===== config.mk =====
export PLATFORM = sky130hd
export DESIGN_NAME = sernor_target_io_flat
export DESIGN_NICKNAME = d
export VERILOG_FILES = /design/src/rtl/sernor_target_io_pkg.sv /design/src/rtl/sernor_target_io_if.sv /design/src/rtl/sernor_target_io_sync.sv /design/src/rtl/sernor_target_io.sv /design/src/flat_wrapper.sv
export SDC_FILE = /design/constraint.sdc
export NUM_CORES = 1
export LEC_CHECK = 0
export CORE_AREA = 2 2 87 89
export DETAILED_ROUTE_END_ITERATION = 12
export DIE_AREA = 0 0 89 91
export PLACE_DENSITY = 0.57
export SLEW_MARGIN = 20
export SYNTH_ARGS = -nofsm -noshare
export SYNTH_HDL_FRONTEND = slang
export SYNTH_SLANG_ARGS = --single-unit

===== constraint.sdc =====
create_clock -name clk -period 2.3 [get_ports clk]
set_input_delay 0.69 -clock clk [delete_from_list [all_inputs] [get_ports clk]]
set_output_delay 0.69 -clock clk [all_outputs]
set_load 0.02 [all_outputs]

===== src/rtl/sernor_target_io_pkg.sv =====
// Shared types and helpers for the serial-NOR target IO block.
// Falls back to the femto.vh direction encodings when that header is not on the include path.
`ifndef IOR_DIR_OUT
`define IOR_DIR_OUT 1'b1
`endif
`ifndef IOR_DIR_IN
`define IOR_DIR_IN 1'b0
`endif

package sernor_target_io_pkg;

    localparam logic [1:0] SERNOR_WID_1 = 2'd0;
    localparam logic [1:0] SERNOR_WID_2 = 2'd1;
    localparam logic [1:0] SERNOR_WID_4 = 2'd2;

    typedef enum logic [1:0] {
        ST_IDLE  = 2'd0,
        ST_ARMED = 2'd1,
        ST_SHIFT = 2'd2
    } state_e;

    // Code 3 is an alias of the quad width.
    function automatic logic [1:0] wid_norm(input logic [1:0] w);
        logic [1:0] n;
        case (w)
            SERNOR_WID_1: n = SERNOR_WID_1;
            SERNOR_WID_2: n = SERNOR_WID_2;
            default:      n = SERNOR_WID_4;
        endcase
        return n;
    endfunction

    function automatic logic [3:0] wid_step(input logic [1:0] wn);
        logic [3:0] s;
        case (wn)
            SERNOR_WID_1: s = 4'd1;
            SERNOR_WID_2: s = 4'd2;
            default:      s = 4'd4;
        endcase
        return s;
    endfunction

    // Single-lane data leaves on lane 1 so lane 0 stays the initiator's input.
    function automatic logic [3:0] lane_map(input logic [7:0] sh, input logic [1:0] wn);
        logic [3:0] l;
        case (wn)
            SERNOR_WID_1: l = {2'b00, sh[7], 1'b0};
            SERNOR_WID_2: l = {2'b00, sh[7:6]};
            default:      l = sh[7:4];
        endcase
        return l;
    endfunction

endpackage


===== src/rtl/sernor_target_io_if.sv =====
// SPI pad bundle between an initiator (master) and the target IO block (slave).
interface sernor_target_io_if;
    logic       spi_csn;
    logic       spi_sclk;
    logic [3:0] spi_din;
    logic [3:0] spi_dout;
    logic       spi_dir;

    modport master (output spi_csn, output spi_sclk, output spi_din,
                    input spi_dout, input spi_dir);
    modport slave  (input spi_csn, input spi_sclk, input spi_din,
                    output spi_dout, output spi_dir);
endinterface


===== src/rtl/sernor_target_io_sync.sv =====
// Optional 2-flop synchronizer plus rise/fall detection for one SPI pin.
// Synchronizer stages are present only when SERNOR_TARGET_SYNC_EN is defined.
module sernor_sync #(
    parameter logic RST_VAL = 1'b0
) (
    input  logic clk,
    input  logic rstn,
    input  logic pin,
    output logic rise,
    output logic fall
);

    logic level_s;
    logic prev_r;

`ifdef SERNOR_TARGET_SYNC_EN
    logic [1:0] sync_r;

    // Two-stage metastability filter followed by the edge-reference flop.
    always_ff @(posedge clk or negedge rstn) begin
        if (!rstn) begin
            sync_r <= {RST_VAL, RST_VAL};
            prev_r <= RST_VAL;
        end else begin
            sync_r <= {sync_r[0], pin};
            prev_r <= sync_r[1];
        end
    end

    assign level_s = sync_r[1];
`else
    // Same-clock pins: one reference flop is enough for edge detection.
    always_ff @(posedge clk or negedge rstn) begin
        if (!rstn) begin
            prev_r <= RST_VAL;
        end else begin
            prev_r <= pin;
        end
    end

    assign level_s = pin;
`endif

    assign rise = level_s & ~prev_r;
    assign fall = ~level_s & prev_r;

endmodule


===== src/rtl/sernor_target_io.sv =====
// Serial-NOR target IO: 1/2/4-lane SPI byte shifter, modes 0 and 3.
// Define SERNOR_TARGET_SYNC_EN to add 2-flop synchronizers on csn, sclk and din.
module sernor_target_io #(
    parameter logic IDLE_SCLK = 1'b0
) (
    input  logic                     clk,
    input  logic                     rstn,
    sernor_target_io_if.slave        spi,
    input  logic [1:0]               wid,
    input  logic                     dir,
    output logic [7:0]               rx_data,
    output logic                     rx_valid,
    input  logic [7:0]               tx_data,
    output logic                     tx_req,
    output logic                     sel_start,
    output logic                     sel_end
);
    import sernor_target_io_pkg::*;

    logic       csn_rise_s, csn_fall_s, sclk_rise_s, sclk_fall_s;
    logic [3:0] din_s;
    state_e     state_r, state_nxt_s;
    logic       active_s, shift_s, rx_edge_s, tx_edge_s, load_s;
    logic       sel_start_s, sel_end_s, byte_end_s;
    logic [1:0] wn_s;
    logic [3:0] step_s, cnt_sum_s;
    logic [7:0] rx_nxt_s, tx_nxt_s;
    logic [2:0] cnt_r;
    logic       done_r;
    logic [7:0] rx_sh_r, tx_sh_r, rx_data_r;
    logic       rx_valid_r, tx_req_r, sel_start_r, sel_end_r, dir_r;
    logic [3:0] dout_r;

    // csn resets low so a select held across reset never looks like a fresh fall.
    sernor_sync #(.RST_VAL(1'b0)) u_csn_sync (
        .clk  (clk),
        .rstn (rstn),
        .pin  (spi.spi_csn),
        .rise (csn_rise_s),
        .fall (csn_fall_s)
    );

    sernor_sync #(.RST_VAL(IDLE_SCLK)) u_sclk_sync (
        .clk  (clk),
        .rstn (rstn),
        .pin  (spi.spi_sclk),
        .rise (sclk_rise_s),
        .fall (sclk_fall_s)
    );

`ifdef SERNOR_TARGET_SYNC_EN
    logic [3:0] din_meta_r, din_sync_r;

    // Data lanes take the same two-stage path so they stay aligned with sclk.
    always_ff @(posedge clk or negedge rstn) begin
        if (!rstn) begin
            din_meta_r <= 4'h0;
            din_sync_r <= 4'h0;
        end else begin
            din_meta_r <= spi.spi_din;
            din_sync_r <= din_meta_r;
        end
    end

    assign din_s = din_sync_r;
`else
    assign din_s = spi.spi_din;
`endif

    // State register.
    always_ff @(posedge clk or negedge rstn) begin
        if (!rstn) begin
            state_r <= ST_IDLE;
        end else begin
            state_r <= state_nxt_s;
        end
    end

    // Next-state logic; csn rise wins over any same-cycle sclk edge.
    always_comb begin
        state_nxt_s = state_r;
        case (state_r)
            ST_IDLE: begin
                if (csn_fall_s) state_nxt_s = ST_ARMED;
                else            state_nxt_s = ST_IDLE;
            end
            ST_ARMED: begin
                if (csn_rise_s)       state_nxt_s = ST_IDLE;
                else if (sclk_rise_s) state_nxt_s = ST_SHIFT;
                else                  state_nxt_s = ST_ARMED;
            end
            ST_SHIFT: begin
                if (csn_rise_s) state_nxt_s = ST_IDLE;
                else            state_nxt_s = ST_SHIFT;
            end
            default: state_nxt_s = ST_IDLE;
        endcase
    end

    // State-decoded strobes; ARMED ignores falling edges (mode 3 leading edge).
    always_comb begin
        active_s    = 1'b0;
        shift_s     = 1'b0;
        sel_start_s = 1'b0;
        case (state_r)
            ST_IDLE:  sel_start_s = csn_fall_s;
            ST_ARMED: active_s = 1'b1;
            ST_SHIFT: begin
                active_s = 1'b1;
                shift_s  = 1'b1;
            end
            default: begin
                active_s = 1'b0;
                shift_s  = 1'b0;
            end
        endcase
        sel_end_s = active_s & csn_rise_s;
        rx_edge_s = active_s & sclk_rise_s & ~csn_rise_s;
        tx_edge_s = shift_s & sclk_fall_s & ~csn_rise_s;
        load_s    = sel_start_s | (tx_edge_s & done_r);
    end

    // Lane-width dependent shift values.
    always_comb begin
        wn_s       = wid_norm(wid);
        step_s     = wid_step(wn_s);
        cnt_sum_s  = {1'b0, cnt_r} + step_s;
        byte_end_s = cnt_sum_s[3];
        case (wn_s)
            SERNOR_WID_1: rx_nxt_s = {rx_sh_r[6:0], din_s[0]};
            SERNOR_WID_2: rx_nxt_s = {rx_sh_r[5:0], din_s[1:0]};
            default:      rx_nxt_s = {rx_sh_r[3:0], din_s[3:0]};
        endcase
        if (load_s) begin
            tx_nxt_s = tx_data;
        end else if (tx_edge_s) begin
            case (wn_s)
                SERNOR_WID_1: tx_nxt_s = {tx_sh_r[6:0], 1'b0};
                SERNOR_WID_2: tx_nxt_s = {tx_sh_r[5:0], 2'b00};
                default:      tx_nxt_s = {tx_sh_r[3:0], 4'h0};
            endcase
        end else begin
            tx_nxt_s = tx_sh_r;
        end
    end

    // Shift registers, bit counter and registered outputs.
    always_ff @(posedge clk or negedge rstn) begin
        if (!rstn) begin
            cnt_r       <= 3'd0;
            done_r      <= 1'b0;
            rx_sh_r     <= 8'h00;
            tx_sh_r     <= 8'h00;
            rx_data_r   <= 8'h00;
            rx_valid_r  <= 1'b0;
            tx_req_r    <= 1'b0;
            sel_start_r <= 1'b0;
            sel_end_r   <= 1'b0;
            dout_r      <= 4'h0;
            dir_r       <= `IOR_DIR_IN;
        end else begin
            // Deselect drops any partial byte along with its bit count.
            if (state_nxt_s == ST_IDLE) begin
                cnt_r  <= 3'd0;
                done_r <= 1'b0;
            end else if (rx_edge_s) begin
                cnt_r  <= byte_end_s ? 3'd0 : cnt_sum_s[2:0];
                done_r <= byte_end_s | done_r;
            end else if (tx_edge_s) begin
                cnt_r  <= cnt_r;
                done_r <= 1'b0;
            end else begin
                cnt_r  <= cnt_r;
                done_r <= done_r;
            end
            rx_sh_r     <= rx_edge_s ? rx_nxt_s : rx_sh_r;
            rx_valid_r  <= rx_edge_s & byte_end_s;
            rx_data_r   <= (rx_edge_s && byte_end_s) ? rx_nxt_s : rx_data_r;
            tx_sh_r     <= tx_nxt_s;
            tx_req_r    <= load_s;
            sel_start_r <= sel_start_s;
            sel_end_r   <= sel_end_s;
            if ((state_nxt_s != ST_IDLE) && dir) begin
                dout_r <= lane_map(tx_nxt_s, wn_s);
                dir_r  <= `IOR_DIR_OUT;
            end else begin
                dout_r <= 4'h0;
                dir_r  <= `IOR_DIR_IN;
            end
        end
    end

    assign rx_data      = rx_data_r;
    assign rx_valid     = rx_valid_r;
    assign tx_req       = tx_req_r;
    assign sel_start    = sel_start_r;
    assign sel_end      = sel_end_r;
    assign spi.spi_dout = dout_r;
    assign spi.spi_dir  = dir_r;

endmodule


===== src/flat_wrapper.sv =====
// flat-port wrapper written by rule: the top's interface ports become plain ports
module sernor_target_io_flat import sernor_target_io_pkg::*;
#(
    parameter logic IDLE_SCLK = 1'b0
)
  (clk, rstn, wid, dir, rx_data, rx_valid, tx_data, tx_req, sel_start, sel_end, spi_spi_csn, spi_spi_sclk, spi_spi_din, spi_spi_dout, spi_spi_dir);
  sernor_target_io_if spi_i ();
  input  logic clk;
  input  logic rstn;
  input  logic [1:0] wid;
  input  logic dir;
  output logic [7:0] rx_data;
  output logic rx_valid;
  input  logic [7:0] tx_data;
  output logic tx_req;
  output logic sel_start;
  output logic sel_end;
  input wire logic [$bits(spi_i.spi_csn)-1:0] spi_spi_csn;
  input wire logic [$bits(spi_i.spi_sclk)-1:0] spi_spi_sclk;
  input wire logic [$bits(spi_i.spi_din)-1:0] spi_spi_din;
  output wire logic [$bits(spi_i.spi_dout)-1:0] spi_spi_dout;
  output wire logic [$bits(spi_i.spi_dir)-1:0] spi_spi_dir;
  assign spi_i.spi_csn = spi_spi_csn;
  assign spi_i.spi_sclk = spi_spi_sclk;
  assign spi_i.spi_din = spi_spi_din;
  assign spi_spi_dout = spi_i.spi_dout;
  assign spi_spi_dir = spi_i.spi_dir;
  sernor_target_io #(.IDLE_SCLK(IDLE_SCLK)) u_core (.clk(clk), .rstn(rstn), .spi(spi_i), .wid(wid), .dir(dir), .rx_data(rx_data), .rx_valid(rx_valid), .tx_data(tx_data), .tx_req(tx_req), .sel_start(sel_start), .sel_end(sel_end));
endmodule

# Word level (Yosys, flattened, before mapping)
# Cells that the tools add are included.
[classes]
bitwise = 18
eq_ne = 4
n_mux = 23
add_sub_neg = 1
n_reduce_logical = 11
[op_table]
columns = ["cell", "count"]
rows = [
  ["8-bit one-hot mux with 2 select lines", 2],
  ["8-bit 2-to-1 mux", 2],
  ["1-bit AND", 11],
  ["3-bit 2-to-1 mux", 3],
  ["2-bit zero test", 4],
  ["1-bit 2-to-1 mux", 8],
  ["4-bit one-hot mux with 2 select lines", 1],
  ["2-bit by 1-bit equality test with 1-bit output (second input constant)", 3],
  ["2-bit 2-to-1 mux", 3],
  ["2-bit one-hot mux with 3 select lines", 1],
  ["3-bit one-hot mux with 2 select lines", 1],
  ["2-bit nonzero test", 3],
  ["1-bit NOT", 5],
  ["3-bit by 3-bit adder with 4-bit output", 1],
  ["4-bit 2-to-1 mux", 1],
  ["2-bit one-hot mux with 2 select lines", 1],
  ["3-bit nonzero test", 1],
  ["2-bit equality test (second input constant)", 1],
  ["1-bit logical AND", 2],
  ["1-bit bitwise OR", 2],
  ["2-bit OR reduction", 1],
]
[word_totals]
register_bits = 40
output_inout_bits = 17
elab_cells = 72
in_bits = 19

# Logic depth before layout (Yosys ltp)
# Gate-level depths: netlist of run 1.
[logic_depth]
ltp_word = 9
ltp_mapped = 10
mapped_depth_nobuf = 7

# Hierarchy
# From an unflattened synthesis of run 1, not the netlist that was laid out.
[unflattened]
cells_unflattened = 192
area_unflattened_um2 = 2063.2
[by_module_without_submodules]
columns = ["module", "instances", "cells_each", "seq_area_each_um2", "area_each_um2"]
rows = [
  ["sernor_target_io", 1, 186, 950.9, 1983.2],
  ["sernor_sync", 2, 3, 25.0, 40.0],
]

# Worst setup path before layout of run 1
# Ideal clock, no wire load.
[synth_timing]
path_type = "input to register"
from = "input port wid[1]"
to = "register u_core.rx_data_r[5], in the netlist u_core.rx_data[5]"
arrival_time_ns = 2.554
cell_stages = 10
required_ns = 2.205
n_path_buf = 3
setup_time_ns = 0.095
slack_ns = -0.349
cell_sequence = "clkbuf_1 -> clkbuf_1 -> nand2b_1 -> inv_1 -> ha_1 -> a21o_1 -> a21oi_1 -> clkbuf_1 -> o21ai_0 -> o31ai_1"
[synth_via]
elab_chain_cells = 6
elab_cells_between_ends = 9
classes_between = "add/sub (1); eq/ne (2); mux (3); reduce/logical (3)"
[synth_lines]
columns = ["item", "line_no", "source"]
rows = [
  ["start: declaration", "flat_wrapper.sv:10", "input logic [1:0] wid;"],
  ["2-bit by 1-bit equality test with 1-bit output / 2-bit zero test (equally long branches)", "sernor_target_io_pkg.sv:25", "case (w)"],
  ["2-bit one-hot mux with 2 select lines *", "sernor_target_io_pkg.sv:25", ""],
  ["2-bit by 1-bit equality test with 1-bit output / 2-bit zero test (equally long branches)", "sernor_target_io_pkg.sv:35, sernor_target_io.sv:129", ""],
  ["3-bit one-hot mux with 2 select lines", "sernor_target_io_pkg.sv:35", "case (wn)"],
  ["3-bit by 3-bit adder with 4-bit output", "sernor_target_io.sv:127", "cnt_sum_s = {1'b0, cnt_r} + step_s;"],
  ["1-bit logical AND", "sernor_target_io.sv:178", "rx_data_r <= (rx_edge_s && byte_end_s) ? rx_nxt_s : rx_data_r;"],
  ["end signal: assignment", "sernor_target_io.sv:178", ""],
  ["end: declaration", "sernor_target_io.sv:30", "logic [7:0] rx_sh_r, tx_sh_r, rx_data_r;"],
]
# Every way passes the cells marked *; elsewhere a longest branch is shown, timed or not.
# A chain may end at the register's enable or synchronous reset.

# Worst setup path after layout of run 1
[layout_timing]
from = "input port spi_spi_csn"
to = "register u_core.dout_r[0], in the netlist u_core.spi.spi_dout[0]"
[layout_via]
elab_chain_cells = 8
elab_cells_between_ends = 18
classes_between = "mux (9); bitwise (7); reduce/logical (2)"
[layout_lines]
columns = ["item", "line_no", "source"]
rows = [
  ["start: declaration", "flat_wrapper.sv:18", "input wire logic [$bits(spi_i.spi_csn)-1:0] spi_spi_csn;"],
  ["1-bit AND", "sernor_target_io_sync.sv:44", "assign rise = level_s & ~prev_r;"],
  ["1-bit NOT", "sernor_target_io.sv:119", "tx_edge_s = shift_s & sclk_fall_s & ~csn_rise_s;"],
  ["1-bit AND", "sernor_target_io.sv:119", ""],
  ["1-bit AND", "sernor_target_io.sv:120", "load_s = sel_start_s | (tx_edge_s & done_r);"],
  ["1-bit bitwise OR", "sernor_target_io.sv:120", ""],
  ["8-bit 2-to-1 mux *", "sernor_target_io.sv:134", "if (load_s) begin"],
  ["via u_core.tx_nxt_s[6]", "sernor_target_io.sv:27", "logic [7:0] rx_nxt_s, tx_nxt_s;"],
  ["4-bit one-hot mux with 2 select lines *", "sernor_target_io_pkg.sv:46", "case (wn)"],
  ["4-bit 2-to-1 mux *", "sernor_target_io.sv:183", "if ((state_nxt_s != ST_IDLE) && dir) begin"],
  ["end signal: assignment", "sernor_target_io.sv:184", "dout_r <= lane_map(tx_nxt_s, wn_s);"],
  ["end: declaration", "sernor_target_io.sv:32", "logic [3:0] dout_r;"],
]
# The timed path passes the listed nets; every way through them passes the cells marked *. The select of a mux whose other input is x is not followed.

==> results.md, run 1 <==
- The flow ran to the end, and the final reports show no timing, DRC or antenna violations.
- The share of flip-flops with an asynchronous set or reset after synthesis is 100%.
- Compared with the post-synthesis result, the final layout area differs by 40.9%.
- After routing the design area is 0.00297 mm2.
- Across the run, the number of max-cap violations was 0.
- The first global-routing pass estimated 8690 um of wire.
- The iteration count of the initial detailed-routing pass is 4.
- The synthesized netlist net count is 232.
- Clock tree synthesis inserted a total of 5 buffers.
- Fill cells in the final layout number 693.
- The initial utilization of the core area, before any placement, comes to 29.6%.
- The count of inserted antenna diode cells is 0.
- For met1 alone, demand over resource in global routing was 19.2%.
- The final-report hold violation count is 0.
- In this run the critical register-to-register path is launched from u_core.state_r[0].
- The min-delay analysis places its worst path in the category primary input to asynchronous set/reset pin.
- The smallest clock period supported by the final layout is computed as 2.18 ns.
- The cell at the root of the clock tree is sky130_fd_sc_hd__clkbuf_8.
- In this run the number of H-tree levels came out at 2.
- The overall track demand over capacity in global routing is 13.8%.
- Along the worst path, the maximum fanout reaches 9.
- After synthesis the netlist holds a flip-flop and latch count of 40.
- The number of failing setup endpoints in the final timing report is 0.
- For the pin with the worst max-slew slack, the measured transition is 0.446 ns.
- The netlist area before placement is 0.00211 mm2.
- Of the cells placed in the final design, the portion with a size suffix greater than 1 is 26.6%.
- The total number of clock tree sinks is 40.
- The TritonCTS clock tree is done.
- Timing would allow up to 0.459 GHz.
- The critical path is of the primary input to flip-flop type.
- Setup repair after global routing left no endpoint under its margin.
- After detailed routing, the number of remaining DRC violations is 0.
- The height of the die is 91 um.
- The number of library cell types mapped by synthesis is 40.
- The routability-driven placement congestion ratio is between 0.8 and 0.9.
- The detailed-route via count is 1,699.
- After clock tree synthesis, the flow added hold-fix buffers numbering 0.
- The worst-case headroom to the max-slew limit is between 70% and 80%.
- In this run the remaining antenna-violating nets after routing total 0.
- The worst setup path is launched from a primary input.
- For the worst setup path, the data arrival time is 2.36 ns.
- The number of DRC violations after detailed-routing iteration 0 is 64.
- The share of the yosys chip area belonging to registers is 47.4%.
- The later pin in the worst-skew pair is clocked with a latency of 0.30 ns.
- The finished layout holds between 300 and 400 standard cells, fillers aside.
- For this design the top-level I/O count stands at 36.
- A synthesized cell averages 10.3 um2.
- The number of warning messages in the yosys log is 0.
- The per-cell routed wire length is 13.9 um.
- Once routing completed, OpenROAD measured the worst setup slack at 0.122 ns.
- The busiest layer in global routing is met2.
- The worst register-to-register path ends at u_core.spi.spi_dout[0].
- The number of slew-limit violations in the final report was 0.
- The number of I/O port buffers is 35.
- The worst-case IR drop observed on VDD is 0.218 mV.
- The dominant register cell in the synthesized netlist is sky130_fd_sc_hd__dfrtp_1.
- OpenSTA, run right after detailed placement, puts the worst setup slack at -0.338 ns.
- The via count normalized by instance count is 4.59.
- The post-CTS clock slew at the launch and capture registers of the worst setup and hold paths is 0.09 ns.
- The instance area at placement is 0.00281 mm2.
- The HPWL after detailed placement is 3810 um.
- The final critical-path share of the clock period is a little over nine tenths.
- The worst setup path is captured at a flip-flop.
- Global routing consumed, on the met2 layer, 21.3% of the routing resources.
- In this run the static leakage power is 1.31 nW.
- The row count is 31.
- After detailed placement, the design holds a cell count of 358.
- The setup slack of the worst register-to-register path is 0.30 ns.
- The worst reg-to-reg path cell count is 6.
- Entering global routing, the biggest net connects 26 pins.
- The required arrival time at the worst endpoint is 2.49 ns.
- The post-route setup TNS is 0 ns.
- The floorplan step defined a die boundary enclosing ~0.0081 mm2.
- The number of instances in the synthesized netlist is 205.
- The final clock skew is 0.00962 ns.
- The initial antenna violation count came to 0.
- The synthesized design contains 0 enable-type register cells.
- The remaining global-route overflow is 0.
- The via count of the first global-routing pass is ~1,800.
- The core region area is 0.00714 mm2.
- In the global route stage, met3 resource usage came out at between 1.5 and 2%.
- Measured along the x axis, the die boundary spans between 80 and 90 um.
- At the end of the flow, the number of nets in the layout was just under 300.
- Power spread over the standard cell area amounts to roughly 740 mW/mm2.
- The buffer levels on the longest clock path is 2.
- The routed wire length is 5130 um.
## cells in the final DEF, fill, tap and decap left out, drive strengths merged, types with 3 or more instances in the layout
cell and count:
ha 7, o31ai 5, nand2 15, nand3 4
nor2 9, buf 39, mux2 12, mux2i 9
and2 6, nor3 3, nand3b 4, a21oi 11
dfrtp 40, a221o 3, nand2b 3, inv 12
clkbuf 5, o21ai 14, o32ai 4, clkdlybuf4s50 32
nand4 4, a2bb2oi 3, o2bb2ai 4
## what timing repair did
action,CTS,global route
setup buffers,3,0
endpoints found under the setup margin,3,2
gates resized for setup,12,2
pin swaps,4,0
cloned,1,0
## registers in the layout, summed over array words and instances, names as in the netlist, 2 cells and up
register             flops
u_core.tx_sh_r           8
u_core.state_r           2
u_core.spi.spi_dout      4
u_core.rx_sh_r           7
u_core.cnt_r             3
u_core.rx_data           8
## worst max-delay path, stage by stage
cell	delay (ns)
sky130_fd_sc_hd__clkdlybuf4s50_1	0.43
sky130_fd_sc_hd__nor2b_2	0.23
sky130_fd_sc_hd__or3_4	0.38
sky130_fd_sc_hd__a221o_1	0.37
sky130_fd_sc_hd__a32o_1	0.25
## layout make-up
class | instances | area (um2) | share of cell area [%]
multi-input combinational | 138 | 1050 | 35.3
sequential | 40 | 1000 | 33.7
timing repair buffer | 73 | 662 | 22.3
tap | 99 | 124 | 4.16
clock buffer | 5 | 68.8 | 2.31
inverter | 12 | 45.0 | 1.51
clock inverter | 3 | 23.8 | 0.799
## layer usage
layer	wire, um	vias to the layer above
met4	150	0
met2	2350	29
li1	-	861
met1	2480	798
met5	0	-
met3	143	11
## cells by family (layout without fill, tap and decap cells)
logic type	count (synthesis)	after routing	synth area share [%]
compound gates	51	51	16.7
xor+xnor	1	1	0.415
fa+ha+maj	8	8	5.10
buf+inv	27	93	5.28
flops	40	40	47.4
mux	21	21	10.7
simple gates	57	57	14.4
## synthesized netlist by cell type, types with 3 or more instances
master | instances | share of area (%)
sky130_fd_sc_hd__a2bb2oi_1 | 3 | 1.2
sky130_fd_sc_hd__o31ai_1 | 5 | 1.8
sky130_fd_sc_hd__mux2_2 | 8 | 4.3
sky130_fd_sc_hd__nor2_1 | 9 | 1.6
sky130_fd_sc_hd__mux2i_1 | 9 | 4.3
sky130_fd_sc_hd__nand2b_1 | 3 | 0.89
sky130_fd_sc_hd__and2_1 | 6 | 1.8
sky130_fd_sc_hd__ha_1 | 7 | 4.1
sky130_fd_sc_hd__clkbuf_1 | 9 | 1.6
sky130_fd_sc_hd__o2bb2ai_1 | 4 | 1.7
sky130_fd_sc_hd__a21oi_1 | 11 | 2.6
sky130_fd_sc_hd__nand3_1 | 4 | 0.95
sky130_fd_sc_hd__mux2_1 | 4 | 2.1
sky130_fd_sc_hd__nor3_1 | 3 | 0.71
sky130_fd_sc_hd__nand3b_1 | 4 | 1.4
sky130_fd_sc_hd__nand4_1 | 4 | 1.2
sky130_fd_sc_hd__dfrtp_1 | 40 | 47
sky130_fd_sc_hd__o32ai_1 | 4 | 1.7
sky130_fd_sc_hd__nand2_1 | 14 | 2.5
sky130_fd_sc_hd__inv_1 | 10 | 1.8
sky130_fd_sc_hd__buf_2 | 5 | 1.2
sky130_fd_sc_hd__o21ai_0 | 14 | 3.3
## report_power, final
part	switching (W)	total [W]	internal [W]	leakage, nW
Combinational	0.000349	0.000738	0.000389	0.746
Sequential	0.000123	0.000979	0.000856	0.526
Clock	0.000265	0.000480	0.000215	0.0404
Total	0.000737	0.00220	0.00146	1.31
## worst max-delay path by stage
stage                      from                     end  slack (ns)  cells after the start
floorplan                wid[1]       u_core.rx_data[0]        0.02                      9
global placement    spi_spi_csn  u_core.spi.spi_dout[0]       -0.34                      5
detailed placement       wid[0]         u_core.cnt_r[1]       -0.34                     10
CTS                 spi_spi_csn  u_core.spi.spi_dout[0]        0.07                      5
global route        spi_spi_csn  u_core.spi.spi_dout[1]        0.02                      7
finish              spi_spi_csn  u_core.spi.spi_dout[0]        0.12                      5
## metrics by stage
stage	hold WS, ns	power [W]	util (%)
finish	0.327	0.00220	41.7
global route	0.351	0.00236	41.7
CTS	0.340	0.00221	41.5
detailed placement	0.477	0.00172	39.3
global placement	0.478	0.00171	39.3
floorplan	0.394	0.00141	-
No activity file was read; power rests on OpenSTA's default activity.
==> run 2, diff against run 1 <==
CORE_AREA = 2 2 99 101   (was 2 2 87 89)
DIE_AREA = 0 0 101 103   (was 0 0 89 91)
PLACE_DENSITY = 0.48   (was 0.57)
clock period = 2.7 ns   (was 2.3 ns; I/O delays follow)
==> run 2 against run 1 <==
  * Sequential share of layout area up 1.1 points
  * Via count down 1.8%
  * Clock power up 9.8%
  * Cell count up 1.4%
  * Wire length up 1.4%
  * Sequential power down 15%
  * Clock skew up 0.00083 ns
  * Non-clock buffer count down 10
  * Critical endpoint is now u_core.rx_data[0]
==> results.md, run 2 (synthesis results as in run 1) <==
- The routability-driven placement congestion ratio is 0.805 (was 0.852).
- The worst hold path class is primary input to asynchronous set/reset pin (unchanged).
- The capturing element type of the critical path is a flip-flop (unchanged).
- The count of inserted antenna diode cells is 0 (unchanged).
- The layout overhead on the synthesized area is 36.5% (was 40.9%).
- Setup repair after global routing missed its margin: no (unchanged).
- The busiest layer in global routing was met2 (unchanged).
- The final design area excluding fillers is 0.00288 mm2 (was 0.00297 mm2).
- The number of nets still failing antenna checks after routing came to 0 (unchanged).
- The number of levels in the clock H-tree was 2 (unchanged).
- The overall track demand over capacity in global routing is 10.7% (was 13.8%).
- The final worst hold slack is 0.465 ns (was 0.327 ns).
- The height of the die is 103 um (was 91 um).
- The remaining global-route overflow is 0 (unchanged).
- The fraction of met1 tracks used by global routing is 13.4% (was 19.2%).
- The initial antenna violation count was 0 (unchanged).
- The maximum frequency from static timing analysis is 0.408 GHz.
- The total number of clock tree sinks is 40 (unchanged).
- Result of the run: finished, final reports clean (unchanged).
- The final standard cell utilization of the core is 30.4% (was 41.7%).
- The total power density per cell area came to 677 mW/mm2 (was 739 mW/mm2).
- The DRC violation count after routing came to 0 (unchanged).
- The nature of the critical path startpoint is a primary input (unchanged).
- The core region area is 0.00946 mm2 (was 0.00714 mm2).
- The I/O pin count is 36 (unchanged).
- The cell at the root of the clock tree is sky130_fd_sc_hd__clkbuf_8 (unchanged).
- The net total in the final layout is 287 (was 297).
- The via count normalized by instance count came to 4.45 (was 4.59).
- The final-report hold violation count was 0 (unchanged).
- The number of I/O port buffers is 35 (unchanged).
- The number of buffers created by CTS is 5 (unchanged).
- The via count of the first global-routing pass was 1,678 (was 1,777).
- The instance area at placement is 0.00276 mm2 (was 0.00281 mm2).
- The area of the multi-input gates came to 0.00100 mm2 (was 0.00105 mm2).
- The number of maximum-capacitance constraint violations is 0 (unchanged).
- The number of buffers inserted by post-CTS setup repair is 0 (was 3).
- The buffer levels on the longest clock path was 2 (unchanged).
- The die outline width is 101 um (was 89 um).
- The count of filler cells inserted in the layout is 985 (was 693).
- The commonest non-fill, non-tap cell in the layout is sky130_fd_sc_hd__dfrtp_1 (unchanged).
- The master of the slowest instance on the critical path is sky130_fd_sc_hd__clkdlybuf4s50_1 (unchanged).
- The maximum net fanout on the critical path is 4 (was 9).
- The final clock skew was 0.0105 ns (was 0.00962 ns).
- The slew at the pin closest to its max-slew limit was 0.564 ns (was 0.446 ns).
- The per-cell routed wire length is 13.9 um (about the same).
- The routed wire length is 5200 um (was 5130 um).
- The number of instances resized during post-cts repair was 0 (was 12).
- The worst-case headroom to the max-slew limit is 62.3% (was 70.2%).
- The met3 capacity usage during global routing is 2.51% (was 1.82%).
- The number of failing setup endpoints in the final timing report is 0 (unchanged).
- The worst supply voltage drop on vdd is 0.317 mV (was 0.218 mV).
- The worst reg-to-reg path cell count is 6 (unchanged).
- The HPWL after detailed placement was 4030 um (was 3810 um).
- The post-CTS clock slew at the launch and capture registers of the worst setup and hold paths came to 0.09 ns (about the same).
- The iteration count of the initial detailed-routing pass is 4 (unchanged).
- The leakage power total is 1.27 nW (was 1.31 nW).
- The data arrival at the endpoint of the critical path is 2.64 ns (was 2.36 ns).
- The met2 capacity usage during global routing came to 18.4% (was 21.3%).
- The die outline area is 0.0104 mm2 (was 0.00810 mm2).
- The starting utilization of the core area is 22.3% (was 29.6%).
- The share of post-route cells with drive strength above 1 is 21.1% (was 26.6%).
- The number of slew-limit violations in the final report came to 0 (unchanged).
- The maximum cell stage delay along the critical path was 0.54 ns (was 0.43 ns).
- The post-route setup TNS is 0 ns (unchanged).
- The final critical-path required period is 2.45 ns.
- The detailed-route via count is 1,669 (was 1,699).
- The register area is 0.00100 mm2 (unchanged).
- The wire length of the first global-routing pass was 8560 um (was 8690 um).
- The row count is 36 (was 31).
- Critical Path, Cell by Cell: clkdlybuf4s50_1 > nand2b_1 > inv_1 > ha_1 > a21o_1 > a21oi_2 > nor2_1 > mux2_2 (was clkdlybuf4s50_1 > nor2b_2 > or3_4 > a221o_1 > a32o_1).
- The maximum number of pins on one net before global-route repair is 26 (unchanged).
- The TritonCTS clock tree is done (unchanged).
- The start-to-end type of the worst setup path is primary input to flip-flop (unchanged).
- The number of DRC violations after detailed-routing iteration 0 came to 59 (was 64).
- The clock insertion delay at the later pin of the skew report is 0.29 ns (was 0.30 ns).
- Commonest cells after routing, fill and taps aside: 40 x sky130_fd_sc_hd__dfrtp_1, 34 x sky130_fd_sc_hd__clkdlybuf4s50_1, 27 x sky130_fd_sc_hd__buf_4 (was 40 x sky130_fd_sc_hd__dfrtp_1, 32 x sky130_fd_sc_hd__clkdlybuf4s50_1, 32 x sky130_fd_sc_hd__buf_4).
- The post-cts hold buffer count is 0 (unchanged).
- The overall power of the completed layout is 0.00195 W (was 0.00220 W).
- The final critical-path share of the clock period is 90.8%.
- The required arrival time at the worst endpoint is 2.89 ns (was 2.49 ns).
-- run 2: cell count changes in the layout (fill, tap and decap cells not counted), moves of 2 or more --
cell,before,now
sky130_fd_sc_hd__buf_4,32,27
sky130_fd_sc_hd__buf_6,3,0
sky130_fd_sc_hd__clkdlybuf4s50_1,32,34
sky130_fd_sc_hd__clkinvlp_4,2,0
sky130_fd_sc_hd__dlygate4sd2_1,2,0
sky130_fd_sc_hd__nor2_1,7,9
-- run 2: report_power, final --
group	internal (W)	switching [W]	leakage [nW]
clock network	0.000303	0.000224	0.0614
registers	0.000730	0.000107	0.526
logic	0.000302	0.000283	0.683
total	0.00133	0.000615	1.27
-- run 2: stage by stage --
step,worst slack (ns),std cells
floorplan,0.0500,205
global placement,-0.0749,367
detailed placement,-0.0862,367
CTS,0.240,375
global route,0.0758,375
finish,0.248,375
-- run 2: critical path: cells and delay by family --
family	cells	cell delay (ns)
muxes	1	0.37
AOI/OAI and AO/OA	2	0.18
buffers and inverters	2	0.60
adders and majority gates	1	0.26
and+or+nand+nor	2	0.41
-- run 2: final timing paths --
kind,endpoint,from,slack [ns]
hold / removal,u_core.u_sclk_sync.prev_r,rstn,0.47
min in group clk,u_core.rx_sh_r[6],u_core.rx_sh_r[6],0.49
max in group asynchronous,u_core.rx_sh_r[6],rstn,1.68
hold reg to reg,u_core.rx_sh_r[6],u_core.rx_sh_r[6],0.49
setup / recovery,u_core.rx_data[0],wid[1],0.25
setup reg to reg,u_core.spi.spi_dout[0],u_core.state_r[0],0.70
-- run 2: routing by layer --
metal / up-vias / part of all wire (%)
li1: 842 / -
met1: 794 / 47
met2: 29 / 49
met3: 4 / 3.2
met4: 0 / 1.2
met5: - / 0
-- run 2: layout make-up --
class	count	share of cell area, %
clock buffers	6	2.87
clock inverters	2	1.35
inverters	12	1.56
multi-input cells	138	34.8
flip-flops and latches	40	34.8
well taps	114	4.95
repair buffers	63	19.7
==> run 3, diff against run 2 <==
SETUP_SLACK_MARGIN = 0.2   (was default)
==> run 3 against run 2 <==
  * Sequential share of layout area fell by 0.25 points
  * Total power grew 1.4%
  * Utilization increased by 0.22 points
  * Critical path type unchanged
  * Largest cell class unchanged
  * Largest power group unchanged
==> results.md, run 3 (synthesis results as in run 1) <==
- The number of slew-limit violations in the final report came to 0 (unchanged).
- The final clock skew is 0.00652 ns (was 0.0105 ns).
- The instance area at placement came to 0.00276 mm2 (unchanged).
- The HPWL after detailed placement is 4060 um (was 4030 um).
- The clock insertion delay at the later pin of the skew report is 0.30 ns (was 0.29 ns).
- The layout overhead on the synthesized area is 37.5% (was 36.5%).
- The post-cts hold buffer count is 0 (unchanged).
- The row count is 36 (unchanged).
- The setup slack of the worst register-to-register path was 0.75 ns (was 0.70 ns).
- The height of the die came to 103 um (unchanged).
- The nature of the critical path startpoint is a primary input (unchanged).
- The commonest non-fill, non-tap cell in the layout was sky130_fd_sc_hd__dfrtp_1 (unchanged).
- The maximum frequency from static timing analysis came to 0.408 GHz (about the same).
- The routability-driven placement congestion ratio came to 0.749 (was 0.805).
- The total number of clock tree sinks is 40 (unchanged).
- The number of buffers created by CTS was 5 (unchanged).
- The worst-case headroom to the max-slew limit is 61.6% (was 62.3%).
- The start-to-end type of the worst setup path is primary input to flip-flop (unchanged).
- The worst supply voltage drop on vdd is 0.239 mV (was 0.317 mV).
- The capturing element type of the critical path is a flip-flop (unchanged).
- The detailed-route via count came to 1,684 (was 1,669).
- The post-CTS clock slew at the launch and capture registers of the worst setup and hold paths was 0.08 ns (was 0.09 ns).
- The starting utilization of the core area is 22.3% (unchanged).
- The initial antenna violation count is 0 (unchanged).
- The endpoint of the lowest-slack register-to-register path is u_core.spi.spi_dout[0] (unchanged).
- The wire length of the first global-routing pass is 8600 um (was 8560 um).
- The number of nets still failing antenna checks after routing came to 0 (unchanged).
- The cell at the root of the clock tree was sky130_fd_sc_hd__clkbuf_8 (unchanged).
- The total power density per cell area is 681 mW/mm2 (was 677 mW/mm2).
- The iteration count of the initial detailed-routing pass is 5 (was 4).
- The net total in the final layout is 287 (unchanged).
- The DRC violation count after routing is 0 (unchanged).
- Setup repair after global routing missed its margin: yes (was no).
- The number of I/O port buffers is 35 (unchanged).
- The slew at the pin closest to its max-slew limit is 0.570 ns (was 0.564 ns).
- The worst reg-to-reg path cell count is 6 (unchanged).
- The via count of the first global-routing pass came to 1,712 (was 1,678).
- The die outline area is 0.0104 mm2 (unchanged).
- The final critical-path share of the clock period is 90.9% (was 90.8%).
- The buffer levels on the longest clock path is 2 (unchanged).
- The maximum net fanout on the critical path is 4 (unchanged).
- The count of inserted antenna diode cells is 0 (unchanged).
- The routed wire length was 5390 um (was 5200 um).
- Result of the run: finished, final reports clean (unchanged).
- The I/O pin count is 36 (unchanged).
- The leakage power total was 1.27 nW (about the same).
- The via count normalized by instance count is 4.49 (was 4.45).
- The required arrival time at the worst endpoint was 2.89 ns (about the same).
- The origin of the critical flop-to-flop path was u_core.state_r[0] (unchanged).
- The core region area is 0.00946 mm2 (unchanged).
- The final-report hold violation count is 0 (unchanged).
- The final critical-path required period is 2.45 ns (about the same).
- The maximum number of pins on one net before global-route repair is 26 (unchanged).
- The number of DRC violations after detailed-routing iteration 0 is 74 (was 59).
- The die outline width is 101 um (unchanged).
- The share of post-route cells with drive strength above 1 came to 22.2% (was 21.1%).
- The overall track demand over capacity in global routing is 10.8% (was 10.7%).
- The number of buffers inserted by post-CTS setup repair is 0 (unchanged).
- The number of levels in the clock H-tree is 2 (unchanged).
- The per-cell routed wire length came to 14.4 um (was 13.9 um).
- The number of failing setup endpoints in the final timing report was 0 (unchanged).
- The worst hold path class is primary input to asynchronous set/reset pin (unchanged).
- The data arrival at the endpoint of the critical path is 2.64 ns (about the same).
- The TritonCTS clock tree is done (unchanged).
- The post-route setup TNS came to 0 ns (unchanged).
- The overall power of the completed layout is 0.00198 W (was 0.00195 W).
- The final design area excluding fillers is 0.00290 mm2 (was 0.00288 mm2).
- The number of maximum-capacitance constraint violations is 0 (unchanged).
- Commonest cells after routing, fill and taps aside: 40 x sky130_fd_sc_hd__dfrtp_1, 34 x sky130_fd_sc_hd__clkdlybuf4s50_1, 26 x sky130_fd_sc_hd__buf_4 (was 40 x sky130_fd_sc_hd__dfrtp_1, 34 x sky130_fd_sc_hd__clkdlybuf4s50_1, 27 x sky130_fd_sc_hd__buf_4).
- The remaining global-route overflow came to 0 (unchanged).
[run 3: cell count changes in the layout (fill, tap and decap cells not counted)]
cell / change
sky130_fd_sc_hd__buf_6: +1
sky130_fd_sc_hd__nor4_2: -1
sky130_fd_sc_hd__nor2_1: -1
sky130_fd_sc_hd__buf_4: -1
sky130_fd_sc_hd__nor2_2: +1
sky130_fd_sc_hd__nor2b_2: +1
sky130_fd_sc_hd__mux2_4: +1
sky130_fd_sc_hd__nor4_4: +1
sky130_fd_sc_hd__mux2_1: -1
sky130_fd_sc_hd__nor2b_1: -1
[run 3: power breakdown]
group          switching, W  internal, W
registers          0.000106     0.000730
clock network      0.000226     0.000303
logic              0.000300     0.000311
[run 3: metal layers]
layer,vias to the layer above,track usage (%),wire (um)
met5,-,0,0
met1,794,13.9,2550
met3,13,2.64,242
met4,0,5.30,167
li1,840,-,-
met2,37,17.1,2430
[run 3: critical path: stages]
cell,delay (ns)
sky130_fd_sc_hd__clkdlybuf4s50_1,0.54
sky130_fd_sc_hd__nand2b_1,0.15
sky130_fd_sc_hd__inv_1,0.06
sky130_fd_sc_hd__ha_1,0.27
sky130_fd_sc_hd__a21o_1,0.12
sky130_fd_sc_hd__a21oi_2,0.06
sky130_fd_sc_hd__nor2_1,0.25
sky130_fd_sc_hd__mux2_2,0.37
[run 3: timing repair]
item	CTS	global route
hold endpoints to repair	0	0
resized for setup	0	5
setup endpoints to repair	0	13
[run 3: area by class of cell]
cell class                      count  area, um2
Sequential cell                    40       1000
Inverter                           12       45.0
Clock buffer                        6       82.6
Clock inverter                      2       38.8
Fill cell                         988       6560
Multi-Input combinational cell    138       1020
Tap cell                          114        143
Timing Repair Buffer               63        572
[run 3: through the flow]
step                setup slack (ns)  cells  util, %  hold slack [ns]
CTS                            0.243    375     30.4            0.484
global route                   0.135    375     30.7            0.500
floorplan                      0.202    205        -            0.445
global placement             -0.0640    367     29.2            0.468
detailed placement           -0.0748    367     29.2            0.475
finish                         0.247    375     30.7            0.473
[run 3: how the worst max path moves through the flow]
stage	startpoint	endpoint	slack, ns	cells after the start
after detailed placement	wid[1]	u_core.rx_data[7]	-0.07	8
after CTS	wid[0]	u_core.spi.spi_dout[0]	0.24	6
after floorplan	wid[0]	u_core.rx_data[0]	0.20	9
after global placement	wid[0]	u_core.spi.spi_dout[0]	-0.06	6
after global routing	wid[1]	u_core.rx_data[0]	0.14	8
final	wid[1]	u_core.rx_data[7]	0.25	8
==> patch, RTL diff (flow settings as in run 1) <==
Put one more register stage on the output `rx_valid`, with the module's reset. The value now appears one clock later. The other outputs are not delayed to match.
--- a/src/rtl/sernor_target_io.sv
+++ b/src/rtl/sernor_target_io.sv
@@ -191,7 +191,13 @@
     end
 
     assign rx_data      = rx_data_r;
-    assign rx_valid     = rx_valid_r;
+    always_ff @(posedge clk or negedge rstn) begin
+        if (!rstn) begin
+            rx_valid <= '0;
+        end else begin
+            rx_valid <= rx_valid_r;
+        end
+    end
     assign tx_req       = tx_req_r;
     assign sel_start    = sel_start_r;
     assign sel_end      = sel_end_r;
Function: changed (Yosys sat finds a counterexample within 10 cycles, from zero or initial values and one cycle with rstn low).
==> patch against run 1 <==
  * Synthesized area up 4.4%
  * Sequential cell count up 1
  * Routed wire length down 0.70%
  * Via count up 1.7%
  * Total power down 1.1%
  * Setup slack better by 0.023 ns
  * Final area down 0.25%
  * Clock skew down 0.0024 ns
  * Largest cell class unchanged
  * Largest power group unchanged
==> patch: results (changes against run 1) <==
Synth cell types=48 (+20%); sequential share of the synthesized area=46.5% (-0.88 points); Crit-path slowest cell=dlygate4sd2_1; GR Util met1=18.3% (-0.94 points); pin count of the biggest net entering global routing=24 (-7.7%); HPWL after detailed placement=3880 microns (+1.9%); WL met3=182 microns (+27%); fin nets=294 (-1.0%); Top delay family on crit path=compound AO/OA/AOI/OAI gates; first-pass GRT wire length=8680 microns (about the same); Via Count=1728 (+1.7%); largest cells by area after synthesis=dfrtp_1 (47%), mux2i_1 (5.0%), o21ai_0 (4.3%), ha_1 (4.0%), mux2_4 (3.4%); outcome=completed; Worst Path Max Fanout=5 (-4); M1 WL=2380 microns (-4.0%); syn_nets=238 (+2.6%); maximum vdd drop=0.259 mV (+19%); DR WL/cell=13.8 microns (-0.16%); placed insts=360 (+0.56%); met2 global-route usage=21.7% (+0.44 points); Sw Ratio=33.8% (+0.24 points); setup repair bufs after CTS=0 (-3); Cells after Synth=212 (+3.4%); Layout fillers=708 (+2.2%); initial DRC count=58 (-9.4%); leakage=1.37 nW (+4.8%); final std cells w/o fill=368 (-0.54%); slowest cell delay on critical path=0.37 ns (-0.06 ns); met3 capacity usage during global routing=4.36% (+2.5 points); pre-CTS setup slack=-0.435 ns (-0.0969 ns); Post-CTS Resized=3 (-9); vias in the first global route=1786 (+0.51%); Post-Route Skew=0.00721 ns (-0.00242 ns); Post-synth top cells=dfrtp_1 (41), o21ai_0 (19), nand2_1 (18), nor2_1 (14), a21oi_1 (12)
[patch: kinds of logic after synthesis]
kind of cell	Yosys count	share of synthesized area [%]
AOI/OAI and AO/OA	53	16.6
xor gates and xnor gates	1	0.397
adders and majority gates	7	3.97
buffers and inverters	25	5.28
DFF	41	46.5
muxes	20	10.4
and+or+nand+nor	65	16.7
[patch: stage by stage]
stage               util, %  area [sq um]  setup TNS [ns]  hold WS, ns  power [W]
floorplan                 -          2280          -0.547        0.331    0.00144
CTS                    41.6          2970               0        0.341    0.00221
global placement       40.3          2880           -5.92        0.336    0.00171
detailed placement     40.3          2880           -6.73        0.341    0.00173
finish                 41.6          2970               0        0.337    0.00217
global route           41.6          2970               0        0.359    0.00235
[patch: path summary, 6_finish.rpt]
| path | start | endpoint | slack (ns) |
|---|---|---|---|
| setup / recovery | wid[1] | u_core.rx_data[7]$_DFFE_PN0P_ | 0.14 |
| hold / removal | rstn | u_core.spi.spi_dir$_DFF_PN0_ | 0.34 |
| setup reg to reg | u_core.state_r[0]$_DFF_PN0_ | u_core.spi.spi_dout[1]$_DFF_PN0_ | 0.38 |
| hold reg to reg | u_core.rx_valid_r$_DFF_PN0_ | u_core.rx_valid$_DFF_PN0_ | 0.36 |
| max in group asynchronous | rstn | u_core.tx_sh_r[3]$_DFFE_PN0P_ | 1.49 |
| min in group clk | u_core.rx_valid_r$_DFF_PN0_ | u_core.rx_valid$_DFF_PN0_ | 0.36 |
[patch: cell type report]
type                    instances  area (sq um)  area share [%]
multi-input cells             146          1110            37.5
flip-flops and latches         41          1030            34.6
repair buffers                 62           574            19.4
well taps                      99           124            4.18
clock buffers                   5          68.8            2.32
inverters                      12          45.0            1.52
clock inverters                 3          17.5           0.590
